**config.mk**
```make
export PLATFORM = sky130hd
export DESIGN_NAME = player_unit
export DESIGN_NICKNAME = d
export VERILOG_FILES = /design/src/rtl/bomberman_pkg.sv /design/src/rtl/player_unit_invincibility_timer.sv /design/src/rtl/player_unit.sv
export SDC_FILE = /design/constraint.sdc
export NUM_CORES = 1
export LEC_CHECK = 0
export CORE_AREA = 5 5 106 118
export CTS_CLUSTER_SIZE = 12
export DETAILED_ROUTE_END_ITERATION = 12
export DIE_AREA = 0 0 111 123
export GPL_ROUTABILITY_DRIVEN = 0
export PLACE_DENSITY = 0.82
export SLEW_MARGIN = 20
export SYNTH_ARGS = -nofsm -noshare
export SYNTH_HDL_FRONTEND = slang
export SYNTH_SLANG_ARGS = --single-unit
```
**constraint.sdc**
```tcl
create_clock -name clock -period 5.8 [get_ports clock]
set_clock_uncertainty 0.15 [all_clocks]
set_input_delay 1.16 -clock clock [delete_from_list [all_inputs] [get_ports clock]]
set_output_delay 1.16 -clock clock [all_outputs]
set_load 0.01 [all_outputs]
```
**src/rtl/bomberman_pkg.sv**
```systemverilog
// Shared game constants: tile ids, tile size and the sprite corner ordering
// used when a player probes the tile map.
package bomberman_pkg;

  localparam logic [3:0] TILE_EMPTY     = 4'd0;
  localparam logic [3:0] TILE_BOMB      = 4'd10;
  localparam logic [3:0] TILE_EXPLOSION = 4'd11;
  localparam int         TILE_SIZE      = 16;

  // Probe order around the sprite: top-left, top-right, bottom-left, bottom-right.
  typedef enum logic [1:0] {
    CORNER_TL = 2'd0,
    CORNER_TR = 2'd1,
    CORNER_BL = 2'd2,
    CORNER_BR = 2'd3
  } corner_t;

endpackage

```
**src/rtl/player_unit_invincibility_timer.sv**
```systemverilog
// Invincibility-frame counter: loads to INVINC_CYCLES-1 on a hit and counts
// down to zero; the player is invincible while the count is non-zero.
module invincibility_timer #(
  parameter int INVINC_CYCLES = 100000000
) (
  input  logic clock,
  input  logic reset,
  input  logic i_clear,
  input  logic i_load,
  output logic o_active
);

  // Width just large enough to hold INVINC_CYCLES-1 (at least one bit).
  localparam int            TW       = (INVINC_CYCLES > 1) ? $clog2(INVINC_CYCLES) : 1;
  localparam logic [TW-1:0] L_RELOAD = TW'(INVINC_CYCLES - 1);

  logic [TW-1:0] r_count;

  // Round restart clears, a hit reloads, otherwise count down and hold at zero.
  always_ff @(posedge clock or posedge reset) begin
    if (reset) begin
      r_count <= '0;
    end else if (i_clear) begin
      r_count <= '0;
    end else if (i_load) begin
      r_count <= L_RELOAD;
    end else if (r_count != '0) begin
      r_count <= r_count - 1'b1;
    end
  end

  assign o_active = (r_count != '0);

endmodule

```
**src/rtl/player_unit.sv**
```systemverilog
// One player's movement and health engine. On each game step it computes a
// candidate position, probes the four sprite corners against the tile map,
// moves only if every corner is empty, and applies explosion damage guarded
// by an invincibility timer.
module player_unit
  import bomberman_pkg::*;
#(
  parameter int COORD_W       = 9,
  parameter int START_X       = 72,
  parameter int START_Y       = 112,
  parameter int MIN_X         = 72,
  parameter int MAX_X         = 232,
  parameter int MIN_Y         = 32,
  parameter int MAX_Y         = 192,
  parameter int SPEED         = 2,
  parameter int SPRITE        = 16,
  parameter int LIVES_W       = 2,
  parameter int LIVES         = 3,
  parameter int INVINC_CYCLES = 100000000
) (
  input  logic               clock,
  input  logic               reset,
  input  logic               i_player_reset,
  input  logic               i_step,
  input  logic               i_xmov,
  input  logic               i_xdir,
  input  logic               i_ymov,
  input  logic               i_ydir,
  output logic               o_probe_req,
  output logic [COORD_W-1:0] o_probe_x,
  output logic [COORD_W-1:0] o_probe_y,
  input  logic               i_probe_valid,
  input  logic [3:0]         i_probe_tile,
  input  logic               i_probe_expl,
  output logic [COORD_W-1:0] o_pos_x,
  output logic [COORD_W-1:0] o_pos_y,
  output logic [LIVES_W-1:0] o_lives,
  output logic               o_invincible,
  output logic               o_dead,
  output logic               o_busy,
  output logic               o_step_dropped
);

  localparam logic [2:0] S_IDLE    = 3'd0;
  localparam logic [2:0] S_PROBE   = 3'd1;
  localparam logic [2:0] S_DECIDE  = 3'd2;
  localparam logic [2:0] S_REPROBE = 3'd3;
  localparam logic [2:0] S_DECIDE2 = 3'd4;
  localparam logic [2:0] S_COMMIT  = 3'd5;

  // Range arithmetic is one bit wider so that a step below zero wraps to a
  // large value and fails the upper-bound check instead of looking legal.
  localparam logic [COORD_W:0]   L_SPEED   = (COORD_W+1)'(SPEED);
  localparam logic [COORD_W:0]   L_MIN_X   = (COORD_W+1)'(MIN_X);
  localparam logic [COORD_W:0]   L_MAX_X   = (COORD_W+1)'(MAX_X);
  localparam logic [COORD_W:0]   L_MIN_Y   = (COORD_W+1)'(MIN_Y);
  localparam logic [COORD_W:0]   L_MAX_Y   = (COORD_W+1)'(MAX_Y);
  localparam logic [COORD_W-1:0] L_START_X = COORD_W'(START_X);
  localparam logic [COORD_W-1:0] L_START_Y = COORD_W'(START_Y);
  localparam logic [COORD_W-1:0] L_FAR     = COORD_W'(SPRITE - 1);
  localparam logic [LIVES_W-1:0] L_LIVES   = LIVES_W'(LIVES);

  logic [2:0]         r_state;
  corner_t            r_corner;
  logic [COORD_W-1:0] r_pos_x;
  logic [COORD_W-1:0] r_pos_y;
  logic [COORD_W-1:0] r_cand_x;
  logic [COORD_W-1:0] r_cand_y;
  logic               r_clear;
  logic               r_hit;
  logic               r_accept;
  logic [LIVES_W-1:0] r_lives;
  logic               r_step_dropped;

  logic [COORD_W:0]   w_try_x;
  logic [COORD_W:0]   w_try_y;
  logic [COORD_W-1:0] w_next_x;
  logic [COORD_W-1:0] w_next_y;
  logic [COORD_W-1:0] w_base_x;
  logic [COORD_W-1:0] w_base_y;
  logic               w_probing;
  logic               w_last_corner;
  logic               w_dead;
  logic               w_invincible;
  logic               w_take_hit;

  function automatic logic [COORD_W:0] move_coord(input logic [COORD_W-1:0] p,
                                                  input logic               dir);
    return dir ? ({1'b0, p} + L_SPEED) : ({1'b0, p} - L_SPEED);
  endfunction

  assign w_try_x = move_coord(r_pos_x, i_xdir);
  assign w_try_y = move_coord(r_pos_y, i_ydir);

  // Candidate position: X request has priority over Y; an out-of-range step
  // leaves that axis where it is (no wrap, no partial step).
  always_comb begin
    w_next_x = r_pos_x;
    w_next_y = r_pos_y;
    if (i_xmov) begin
      if ((w_try_x >= L_MIN_X) && (w_try_x <= L_MAX_X)) begin
        w_next_x = w_try_x[COORD_W-1:0];
      end
    end else if (i_ymov) begin
      if ((w_try_y >= L_MIN_Y) && (w_try_y <= L_MAX_Y)) begin
        w_next_y = w_try_y[COORD_W-1:0];
      end
    end
  end

  // Forward probes test the candidate; the damage-only reprobe tests the
  // position the player actually stays at.
  assign w_base_x  = (r_state == S_REPROBE) ? r_pos_x : r_cand_x;
  assign w_base_y  = (r_state == S_REPROBE) ? r_pos_y : r_cand_y;
  assign o_probe_x = ((r_corner == CORNER_TR) || (r_corner == CORNER_BR)) ? (w_base_x + L_FAR) : w_base_x;
  assign o_probe_y = ((r_corner == CORNER_BL) || (r_corner == CORNER_BR)) ? (w_base_y + L_FAR) : w_base_y;

  assign w_probing     = (r_state == S_PROBE) || (r_state == S_REPROBE);
  assign w_last_corner = (r_corner == CORNER_BR);
  assign w_dead        = (r_lives == '0);
  assign w_take_hit    = (r_state == S_COMMIT) && r_hit && !w_invincible && !w_dead;

  invincibility_timer #(
    .INVINC_CYCLES(INVINC_CYCLES)
  ) u_timer (
    .clock    (clock),
    .reset    (reset),
    .i_clear  (i_player_reset),
    .i_load   (w_take_hit),
    .o_active (w_invincible)
  );

  // Step sequencer: latch candidate, walk the corners, decide, then commit
  // the move and any damage. A round restart aborts everything in flight.
  always_ff @(posedge clock or posedge reset) begin
    if (reset) begin
      r_state        <= S_IDLE;
      r_corner       <= CORNER_TL;
      r_pos_x        <= L_START_X;
      r_pos_y        <= L_START_Y;
      r_cand_x       <= L_START_X;
      r_cand_y       <= L_START_Y;
      r_clear        <= 1'b0;
      r_hit          <= 1'b0;
      r_accept       <= 1'b0;
      r_lives        <= L_LIVES;
      r_step_dropped <= 1'b0;
    end else if (i_player_reset) begin
      r_state        <= S_IDLE;
      r_corner       <= CORNER_TL;
      r_pos_x        <= L_START_X;
      r_pos_y        <= L_START_Y;
      r_cand_x       <= L_START_X;
      r_cand_y       <= L_START_Y;
      r_clear        <= 1'b0;
      r_hit          <= 1'b0;
      r_accept       <= 1'b0;
      r_lives        <= L_LIVES;
      r_step_dropped <= 1'b0;
    end else begin
      r_step_dropped <= i_step && (r_state != S_IDLE);
      case (r_state)
        S_IDLE: begin
          if (i_step && !w_dead) begin
            r_cand_x <= w_next_x;
            r_cand_y <= w_next_y;
            r_clear  <= 1'b1;
            r_hit    <= 1'b0;
            r_accept <= 1'b0;
            r_corner <= CORNER_TL;
            r_state  <= S_PROBE;
          end
        end
        S_PROBE: begin
          if (i_probe_valid) begin
            r_clear <= r_clear && (i_probe_tile == TILE_EMPTY);
            r_hit   <= r_hit || i_probe_expl;
            if (w_last_corner) begin
              r_state <= S_DECIDE;
            end else begin
              r_corner <= corner_t'(r_corner + 2'd1);
            end
          end
        end
        S_DECIDE: begin
          r_corner <= CORNER_TL;
          if (r_clear) begin
            r_accept <= 1'b1;
            r_state  <= S_COMMIT;
          end else if ((r_cand_x != r_pos_x) || (r_cand_y != r_pos_y)) begin
            // Blocked move: damage must come from where the player stays.
            r_accept <= 1'b0;
            r_hit    <= 1'b0;
            r_state  <= S_REPROBE;
          end else begin
            r_accept <= 1'b0;
            r_state  <= S_COMMIT;
          end
        end
        S_REPROBE: begin
          if (i_probe_valid) begin
            r_hit <= r_hit || i_probe_expl;
            if (w_last_corner) begin
              r_state <= S_DECIDE2;
            end else begin
              r_corner <= corner_t'(r_corner + 2'd1);
            end
          end
        end
        S_DECIDE2: begin
          r_corner <= CORNER_TL;
          r_state  <= S_COMMIT;
        end
        S_COMMIT: begin
          if (r_accept) begin
            r_pos_x <= r_cand_x;
            r_pos_y <= r_cand_y;
          end
          if (w_take_hit) begin
            r_lives <= r_lives - 1'b1;
          end
          r_state <= S_IDLE;
        end
        default: begin
          r_state <= S_IDLE;
        end
      endcase
    end
  end

  assign o_probe_req    = w_probing;
  assign o_pos_x        = r_pos_x;
  assign o_pos_y        = r_pos_y;
  assign o_lives        = r_lives;
  assign o_invincible   = w_invincible;
  assign o_dead         = w_dead;
  assign o_busy         = (r_state != S_IDLE);
  assign o_step_dropped = r_step_dropped;

endmodule

```
# Yosys cells after proc, flatten, opt, wreduce, memory -nomap -nowiden
# Index checks and enable logic that the tools add are counted.
word_totals:
  register_bits: 74
  output_inout_bits: 43
  elab_cells: 141
op_classes:
  addsub: 9
  order_cmp: 4
  n_eq_ne: 19
  n_mux: 57
  reduce_logical: 40
op_table:
  columns: ["cell", "count"]
  rows:
  - ["two-way mux 9 bit", 21]
  - ["two-way mux 27 bit", 3]
  - ["nonzero test 27 bit", 1]
  - ["subtractor 27 x 1 -> 27 bit (second input constant)", 1]
  - ["two-way mux 3 bit", 8]
  - ["!= test 3 bit (second input constant)", 8]
  - ["adder 9 x 2 -> 10 bit (second input constant)", 2]
  - ["less-or-equal comparator 10 x 8 -> 1 bit (second input constant)", 2]
  - ["two-way mux 10 bit", 2]
  - ["subtractor 9 x 2 -> 10 bit (second input constant)", 2]
  - ["adder 9 x 4 -> 9 bit (second input constant)", 2]
  - ["!= test 9 bit", 2]
  - ["case mux 3 bit (5 select lines)", 1]
  - ["two-way mux 2 bit", 7]
  - ["nonzero test 3 bit", 4]
  - ["two-way mux 1 bit", 11]
  - [">= comparator 10 x 6 -> 1 bit (second input constant)", 1]
  - [">= comparator 10 x 7 -> 1 bit (second input constant)", 1]
  - ["AND reduction 5 bit", 2]
  - ["nonzero test 2 bit", 5]
  - ["logical AND 1 bit", 8]
  - ["AND reduction 2 bit", 4]
  - ["nonzero test 4 bit", 2]
  - ["== test 3 x 2 -> 1 bit (second input constant)", 2]
  - ["18 further kinds", 27]

# Logic depth before layout (Yosys ltp)
# Gate-level depths: netlist of run 1.
depth:
  depth_word: 10
  mapped_depth: 11
  depth_no_buf: 9

# Hierarchy
# From an unflattened synthesis of run 1, not the netlist that was laid out.
unflattened:
  hier_cells: 641
  area_unflattened_um2: 5617.9
modules_own_cells:
  columns: ["mod", "instances", "cells_each", "area_per_inst_um2", "seq_area_each_um2"]
  rows:
  - ["player_unit", 1, 466, 3975.1, 1191.1]
  - ["invincibility_timer", 1, 175, 1642.8, 675.6]

# Worst setup path before layout of run 1
# Ideal clock, no wire load.
synth_timing:
  kind: "register to output"
  startpoint: "register r_state[0]"
  endpoint: "output o_probe_x[6]"
  arrival_ps: 2559
  required_ps: 4490
  path_slack_ps: 1931
  path_stages_with_launch: 11
  path_buffers: 2
  path_cell_list: "dfrtp_1 nand3b_1 clkbuf_1 buf_1 a21oi_1 ha_1 a21o_1 nor2_1 nand2_1 xor2_1 o21ai_0"
synth_between:
  elab_chain_len: 4
synth_rtl:
  columns: ["element", "line_no", "rtl"]
  rows:
  - ["start: declaration", "player_unit.sv:63", "logic [2:0] r_state;"]
  - ["start signal: assignment", "player_unit.sv:137", "r_state <= S_IDLE;"]
  - ["start signal: assignment", "player_unit.sv:149", "r_state <= S_IDLE;"]
  - ["start signal: assignment", "player_unit.sv:171", "r_state <= S_PROBE;"]
  - ["== test 3 x 2 -> 1 bit (*)", "player_unit.sv:113", "assign w_base_x = (r_state == S_REPROBE) ? r_pos_x : r_cand_x;"]
  - ["two-way mux 9 bit (*)", "player_unit.sv:113", null]
  - ["adder 9 x 4 -> 9 bit", "player_unit.sv:115", "assign o_probe_x = ((r_corner == CORNER_TR) || (r_corner == CORNER_BR)) ? (w_base_x + L_FAR) : w_base_x;"]
  - ["two-way mux 9 bit (*)", "player_unit.sv:115", null]
  - ["end: declaration", "player_unit.sv:30", "output logic [COORD_W-1:0] o_probe_x,"]
# Every way passes the cells marked *; elsewhere a longest branch is shown, timed or not.

# Worst setup path after layout of run 1
layout_timing:
  startpoint: "register r_state[0]"
  endpoint: "output o_probe_x[8]"
# The elaborated chain is that of the path after synthesis.

==> results of run 1 <==
[worst max path at each step]
stage | start | endpoint | slack (ps) | cells past startpoint
2_1_floorplan | r_state[0] | o_probe_x[6] | 1930 | 10
3_3_place_gp | i_xdir | r_cand_x[2] | 1290 | 10
3_5_place_dp | i_xdir | r_cand_x[2] | 1170 | 10
4_1_cts | r_state[0] | o_probe_x[8] | 950 | 9
5_1_grt | r_state[0] | o_probe_y[8] | 670 | 9
6_report | r_state[0] | o_probe_x[8] | 880 | 9
[cells by family after synthesis]
logic type / share of synthesized area, %
AO/OA/AOI/OAI: 19.8
XOR/XNOR: 8.54
adder cells (fa/ha/maj): 6.03
buffers and inverters: 3.89
flip-flops: 34.4
multiplexers: 3.73
AND/OR/NAND/NOR: 23.7
[through the flow]
stage               instance area [sq um]  utilization, %  hold WS [ps]  total power, mW  cells
floorplan                            5430               -           290             1.31    631
global placement                     6100            54.3           308             1.43    815
detailed placement                   6100            54.3           310             1.47    815
CTS                                  6400            56.9           321             2.04    831
global route                         6400            56.9           359             2.17    831
finish                               6400            56.9           331             2.04    831
[worst max-delay path, stage by stage, from the launching register on]
cell and delay, ps:
dfrtp_1 590, nand3b_1 550, nor2_1 250, a21oi_1 90, ha_1 250, a21o_1 180, nor2_1 300, nand3b_1 180
xor2_1 280, clkdlybuf4s50_1 600
[state kept, by name, summed over array words and instances, names as in the netlist]
signal / count
r_state: 3
o_lives: 2
o_pos_y: 9
r_hit: 1
r_corner: 2
r_cand_y: 9
r_accept: 1
o_step_dropped: 1
o_pos_x: 9
r_cand_x: 9
r_clear: 1
u_timer.r_count: 27
[cells in the final DEF, fill, tap and decap left out, types with 12 or more instances in the layout]
cell type	synthesis	final
nor2_1	50	50
dfrtp_1	62	62
clkdlybuf4s50_1	0	56
inv_1	24	23
nand2_1	67	67
xor2_1	16	16
mux2i_1	18	18
o21ai_0	34	34
dfstp_2	12	12
xnor2_1	37	37
a211oi_1	13	13
nand3_1	22	22
a21oi_1	56	56
ha_1	23	23
nor3_1	16	16
[report_power, final]
| group | switching [mW] | internal (mW) |
|---|---|---|
| sequential | 0.0895 | 0.603 |
| clock | 0.226 | 0.335 |
| combinational | 0.428 | 0.355 |
[cell type report]
| class | instances | area (sq um) |
|---|---|---|
| clock buffers | 10 | 229 |
| clock inverters | 6 | 66.3 |
| fillers | 977 | 4840 |
| inverters | 25 | 93.8 |
| multi-input cells | 505 | 3350 |
| flip-flops and latches | 74 | 1870 |
| well taps | 150 | 188 |
| repair buffers | 61 | 598 |
[routing by layer]
layer,wire (microns),global-route usage (%),up-vias
met5,0,0,-
met4,234,6.39,0
met3,768,3.28,24
met2,7560,39.2,153
met1,5990,26.4,2484
li1,-,-,2388
==> results.txt, run 1 <==
The worst setup path is launched from a register. In this run the tightest slew margin relative to its limit is between 40% and 50%. The least setup slack across all paths after layout came out at a little under 900 ps.

The data required time at the worst endpoint is roughly 4500 ps. The final hold violation count came out at 0. The DRC marker count from the first detailed-route iteration is 441.

The highest clock rate came out at 203 MHz. The floorplan has 41 rows. The worst min-delay path category is register to register.

IR analysis of the VDD net gives a maximum drop of between 300 and 400 uV. The die width is around 110 microns. The start point of the worst min-delay path is u_timer.r_count[12]. The first-pass detailed-route iteration total is 5.

The most common cell in the synthesized netlist is nand2_1. The type of the worst setup path is register to output port. When the netlist entered floorplanning its net count stood at 670. The endpoint of the most critical register-to-register path is r_cand_y[2]. The via count came out at around 5000.

Clock-pin slew was measured on the worst setup and hold paths at approximately 60 ps. The die is 123 microns tall. The all-layer global routing usage came out at between 20% and 30%.

The maximum root-to-sink buffer count is 2. The count of unique library cells instantiated by Yosys is 72. The number of hold buffers added after CTS was 0. The flip-flop cell with the highest count after synthesis is dfrtp_1. The number of nets in the layout is 715.

TritonCTS built the clock tree. The floorplan core area is 0.0112 sq mm. Of the cells placed in the final design, the portion with a size suffix greater than 1 is slightly below 9%. The top-level I/O count is 57.

The total inserted antenna cells is 0. The routed design could run at a clock period as short as 4920 ps. The average footprint of a synthesized cell is approximately 8.6 sq um. The number of cells traversed by the worst register-to-register path came out at 9.

The reg2reg setup slack is ~2300 ps. Prior to clock tree synthesis, the placed netlist has a worst setup slack of 1170 ps. Dividing total power by cell area gives a power density of 318 mW/mm^2. The worst setup path is captured at an output port.

The highest net fanout along the worst path is 16. For hold timing, the worst endpoint is u_timer.r_count[12]. By area the synthesized netlist is led by dfrtp_1, xnor2_1, dfstp_2.

The wire length per cell came out at 17.5 microns. The startpoint identified for the worst register-to-register timing path is o_pos_y[1]. The number of vias per cell after detailed routing is 6.08. The H-tree was split into 3 levels.

The post-synthesis cell area came out at about 0.0054 sq mm. The period utilization came out at 84.9%. The number of enable-type register cells in the synthesized netlist came out at 0. The fraction of the yosys area taken by sequential cells came out at between 30 and 40%. Once the floorplan was initialized, standard cells occupied roughly 48% of the core. The total length of routed wires came out at between 10000 and 15000 microns.

The slew at the pin with the worst max-slew slack is 871 ps. Max-cap violations in this run came to 0. The via count of the first global-routing pass is between 4000 and 5000.

The total number of yosys warnings came out at 0. Data arrives at the worst endpoint at between 3000 and 4000 ps. The final routed DRC violation total came out at 0. The standby leakage power came out at ~2.7 nW. The final setup TNS came out at 0 ps. After synthesis, the most frequently instantiated cells are nand2_1, dfrtp_1, a21oi_1. CTS placed an instance of clkbuf_16 at the clock tree root.

Counting instances, the worst hold path has a depth of 1. The total setup violations reported at the end of the flow came out at 0. The number of buffers created by CTS is 9.

dfrtp_1 takes more of the synthesized area than any other cell. The number of I/O port buffers is between 50 and 60. The area added between synthesis and finish came out at 17.7%.

The total half-perimeter wirelength after legalization and detailed placement came out at between 10000 and 15000 microns. The total count of max-transition violations in the final report is 0. The number of instances in the synthesized netlist came out at 631.

The number of flip-flops and latches in the synthesized netlist came out at 74. The fraction of synthesized cell area taken by the top area cell type is approximately 29%. After global routing the overflow that remains totals 0.

At the later pin of the worst-skew pair, clock insertion delay measures around 340 ps. The detail route stage leaves a number of antenna-violating nets equal to 0. The flow ran to the end, and the final reports show no timing, DRC or antenna violations. The total setup buffers inserted after CTS is 0. The number of gates resized after CTS came out at 0. The global-route wire length before repair came out at 24200 microns. Setup repair after global routing left no endpoint under its margin. The pin count of the biggest net entering global routing came out at 39. The initial antenna violation count came out at 0. The proportion of synthesized flip-flops having asynchronous set or reset came out at 100%. The total clock sinks came out at 74. The area enclosed by the die boundary is 0.0137 sq mm.
Note: power is estimated with default switching activity, not from simulation.
==> run 2, diff against run 1 <==
==> constraint.sdc (replaced) <==
create_clock -name clock -period 4.7 [get_ports clock]
set_clock_uncertainty 0.15 [all_clocks]
set_input_delay 0.94 -clock clock [delete_from_list [all_inputs] [get_ports clock]]
set_output_delay 0.94 -clock clock [all_outputs]
set_load 0.01 [all_outputs]
==> run 2 against run 1 <==
  * Largest cell class unchanged
  * Global-route usage up 0.097 points
  * First-iteration DRC count down 26%
  * Critical path depth up 2
  * Largest power group unchanged
==> results.txt, run 2 (synthesis results as in run 1) <==
The standby leakage power came out at 2.69 nW (+1.3%). The total net switching power is 0.920 mW (+24%). The via count is 5088 (+0.77%). The number of placement rows is 41 (unchanged). The total area of multi-input combinational cells came out at 0.00335 sq mm (unchanged). The clock network fraction of total power came out at 27.2% (-0.3 points). After detailed routing, no signal wire sits above met4.

The switching share of power came to 36.4% (-0.073 points). The final routed DRC violation total is 0 (unchanged). The clock network latency to the later pin of the worst-skew pair is 330 ps (about the same). The initial antenna violation count is 0 (unchanged). The total half-perimeter wirelength after legalization and detailed placement is 10800 microns (+2.5%).

The flip-flop count of the largest register, all copies and words added came out at 27 (unchanged). The die width is 111 microns (unchanged). The worst hold path belongs to the class register to register. The library cells used most frequently in the layout, excluding fill and tap cells, are nand2_1, dfrtp_1, a21oi_1, clkdlybuf4s50_1, nor2_1. The routed length on met3 came out at 720 microns (-6.3%). The highest net fanout along the worst path is 16 (unchanged). The data required time at the worst endpoint is 3610 ps (-880 ps). The die outline height was 123 microns (unchanged).

The starting density of the core was 48.4% (unchanged). The pin count of the biggest net entering global routing was 47 (+21%). The most common cell after layout, fill and taps aside is nand2_1. The filler cell count came out at 961 (-1.6%). The global-route wire length before repair is 24200 microns (about the same).

The combinational cell fraction of total power is 39.0% (+0.6 points). The clock transition time at the flip-flop clock pins of the worst setup and hold paths is 60 ps (about the same). The kind of capture point of the worst setup path is an output port. The smallest clock period supported by the final layout is computed as approximately 4300 ps. The via count of the first global-routing pass is 5043 (+1.7%). The cell at the slowest stage of the critical path is clkdlybuf4s50_1. The remaining global-route overflow is 0 (unchanged).

The total inserted antenna cells came out at 0 (unchanged). The wire length per cell is 17.4 microns (-0.40%). The reg2reg setup slack is 1210 ps (-1120 ps). The cell sitting at the root of the clock tree is a clkbuf_16. The period utilization came out at between 90% and 100%. The total count of max-transition violations in the final report came out at 0 (unchanged). STA classifies the critical path startpoint as a register. Derived from the worst setup path, the maximum achievable clock frequency is 234 MHz. TritonCTS built the clock tree.

The maximum root-to-sink buffer count is 2 (unchanged). The DRC marker count from the first detailed-route iteration came out at 327 (-26%). The number of H-tree levels is 3 (unchanged). The total clock sinks is 74 (unchanged). Counting flops per register, the top entry is u_timer.r_count. The number of gates resized after CTS came to 0 (unchanged). The power density relative to cell area came out at 391 mW/mm^2 (+23%). The number of nets in the layout is 724 (+1.3%). The fraction of power consumed by sequential logic is 33.8% (-0.2 points).

The final hold violation count was 0 (unchanged). The number of nets still failing antenna checks after routing is 0 (unchanged). The worst max-slew margin expressed relative to the limit came to 45.6% (+4.4 points). The internal power is 1.61 mW (+24%). The floorplan core area is 0.0112 sq mm (unchanged). The run finished with clean final reports. The final setup TNS came to 0 ps (unchanged). The number of maximum-capacitance violations came to 0 (unchanged). By instance count, the cell type seen most on the critical path is buf_4. The fraction of layout instances using a drive strength above 1 was 10.0% (+1.3 points). The all-layer global routing usage came to 21.5% (+0.097 points). The peak supply drop was 398 uV (+10%). The area enclosed by the die boundary was 0.0137 sq mm (unchanged). The number of buffers created by CTS came out at 9 (unchanged). The sum of routed wire segments on met1 came to 5960 microns (-0.47%). The type of the worst setup path is register to output port. The total length of routed wires came out at 14700 microns (+0.68%). The delay of the slowest critical-path stage came out at 580 ps (-20 ps). The slew at the pin with the worst max-slew slack is 806 ps (-64.8 ps). Relative to the synthesized area, the layout overhead comes to 19.0%.

The total setup violations reported at the end of the flow came out at 0 (unchanged). The top-level I/O count was 57 (unchanged). The post-route core utilization came out at 57.5% (+0.59 points). Setup repair after global routing left no endpoint under its margin. The sum of met2 wire segment lengths after detailed routing was 7620 microns (+0.78%). The number of I/O port buffers is 56 (unchanged).

The critical path goes through nand3b_1 -> buf_4 -> buf_4 -> a21oi_1 -> ha_1 -> a21o_1 -> nor2_1 -> nand2_1 -> xor2_1 -> o21ai_0 -> clkdlybuf4s50_1. The footprint of the flip-flops and latches is 0.00187 sq mm (unchanged). The number of vias per cell after detailed routing came to 6.06 (-0.31%). The endpoint arrival time on the critical path is 3180 ps (-430 ps). The first-pass detailed-route iteration total is 6 (+1).
## run 2: through the flow
step	hold WS (ps)	instance area, sq um	worst slack, ps	total power [mW]	std cells
floorplan	290	5430	1050	1.62	631
global placement	313	6130	397	1.79	819
detailed placement	313	6130	237	1.84	819
CTS	325	6420	96.5	2.53	835
global route	343	6460	146	2.69	840
finish	332	6460	432	2.53	840
## run 2: power by group through the flow
stage / combinational (mW) / clock, mW / sequential (mW)
3_5_place_dp: 0.975 / 0 / 0.861
2_1_floorplan: 0.789 / 0 / 0.831
4_1_cts: 0.985 / 0.690 / 0.852
6_report: 0.985 / 0.687 / 0.854
3_3_place_gp: 0.938 / 0 / 0.849
5_1_grt: 1.09 / 0.723 / 0.872
## run 2: metal layers
metal	vias to the layer above	track usage [%]
met1	2504	25.5
met3	29	4.65
met2	153	38.9
li1	2402	-
met4	0	7.62
met5	-	0
## run 2: final timing paths
check	from	end	cells after the start
worst max-delay path	r_state[0]	o_probe_x[6]	11
worst min-delay path	u_timer.r_count[13]	u_timer.r_count[13]	1
worst max register to register	o_pos_x[1]	r_cand_x[2]	9
worst min register to register	u_timer.r_count[13]	u_timer.r_count[13]	1
max in group asynchronous	reset	r_cand_y[1]	3
min in group asynchronous	reset	r_cand_x[0]	2
## run 2: layout make-up
class | count | area share [%]
clock buffers | 9 | 3.48
repair buffers | 70 | 10.3
well taps | 150 | 2.90
inverters | 25 | 1.45
clock inverters | 7 | 1.06
multi-input cells | 505 | 51.9
flip-flops and latches | 74 | 28.9
## run 2: repair_timing
| action | 4_1_cts | 5_1_grt |
|---|---|---|
| endpoints found under the setup margin | 0 | 4 |
| buffers inserted | 0 | 5 |
| endpoints found under the hold margin | 0 | 0 |
| hold buffers | 0 | 0 |
## run 2: critical path: cells and delay by family, from the launching register on
family | cells | cell delay [ps]
fa+ha+maj | 1 | 220
compound gates | 3 | 490
buf+inv | 3 | 910
simple gates | 3 | 530
flops | 1 | 530
xor+xnor | 1 | 150
==> run 3, diff against run 2 <==
--- a/config.mk
+++ b/config.mk
@@ -6,7 +6,6 @@
 export NUM_CORES = 1
 export LEC_CHECK = 0
 export CORE_AREA = 5 5 106 118
-export CTS_CLUSTER_SIZE = 12
 export DETAILED_ROUTE_END_ITERATION = 12
 export DIE_AREA = 0 0 111 123
 export GPL_ROUTABILITY_DRIVEN = 0
==> results of run 3 <==
Final layout, timing and power as in run 2 (identical DEF).
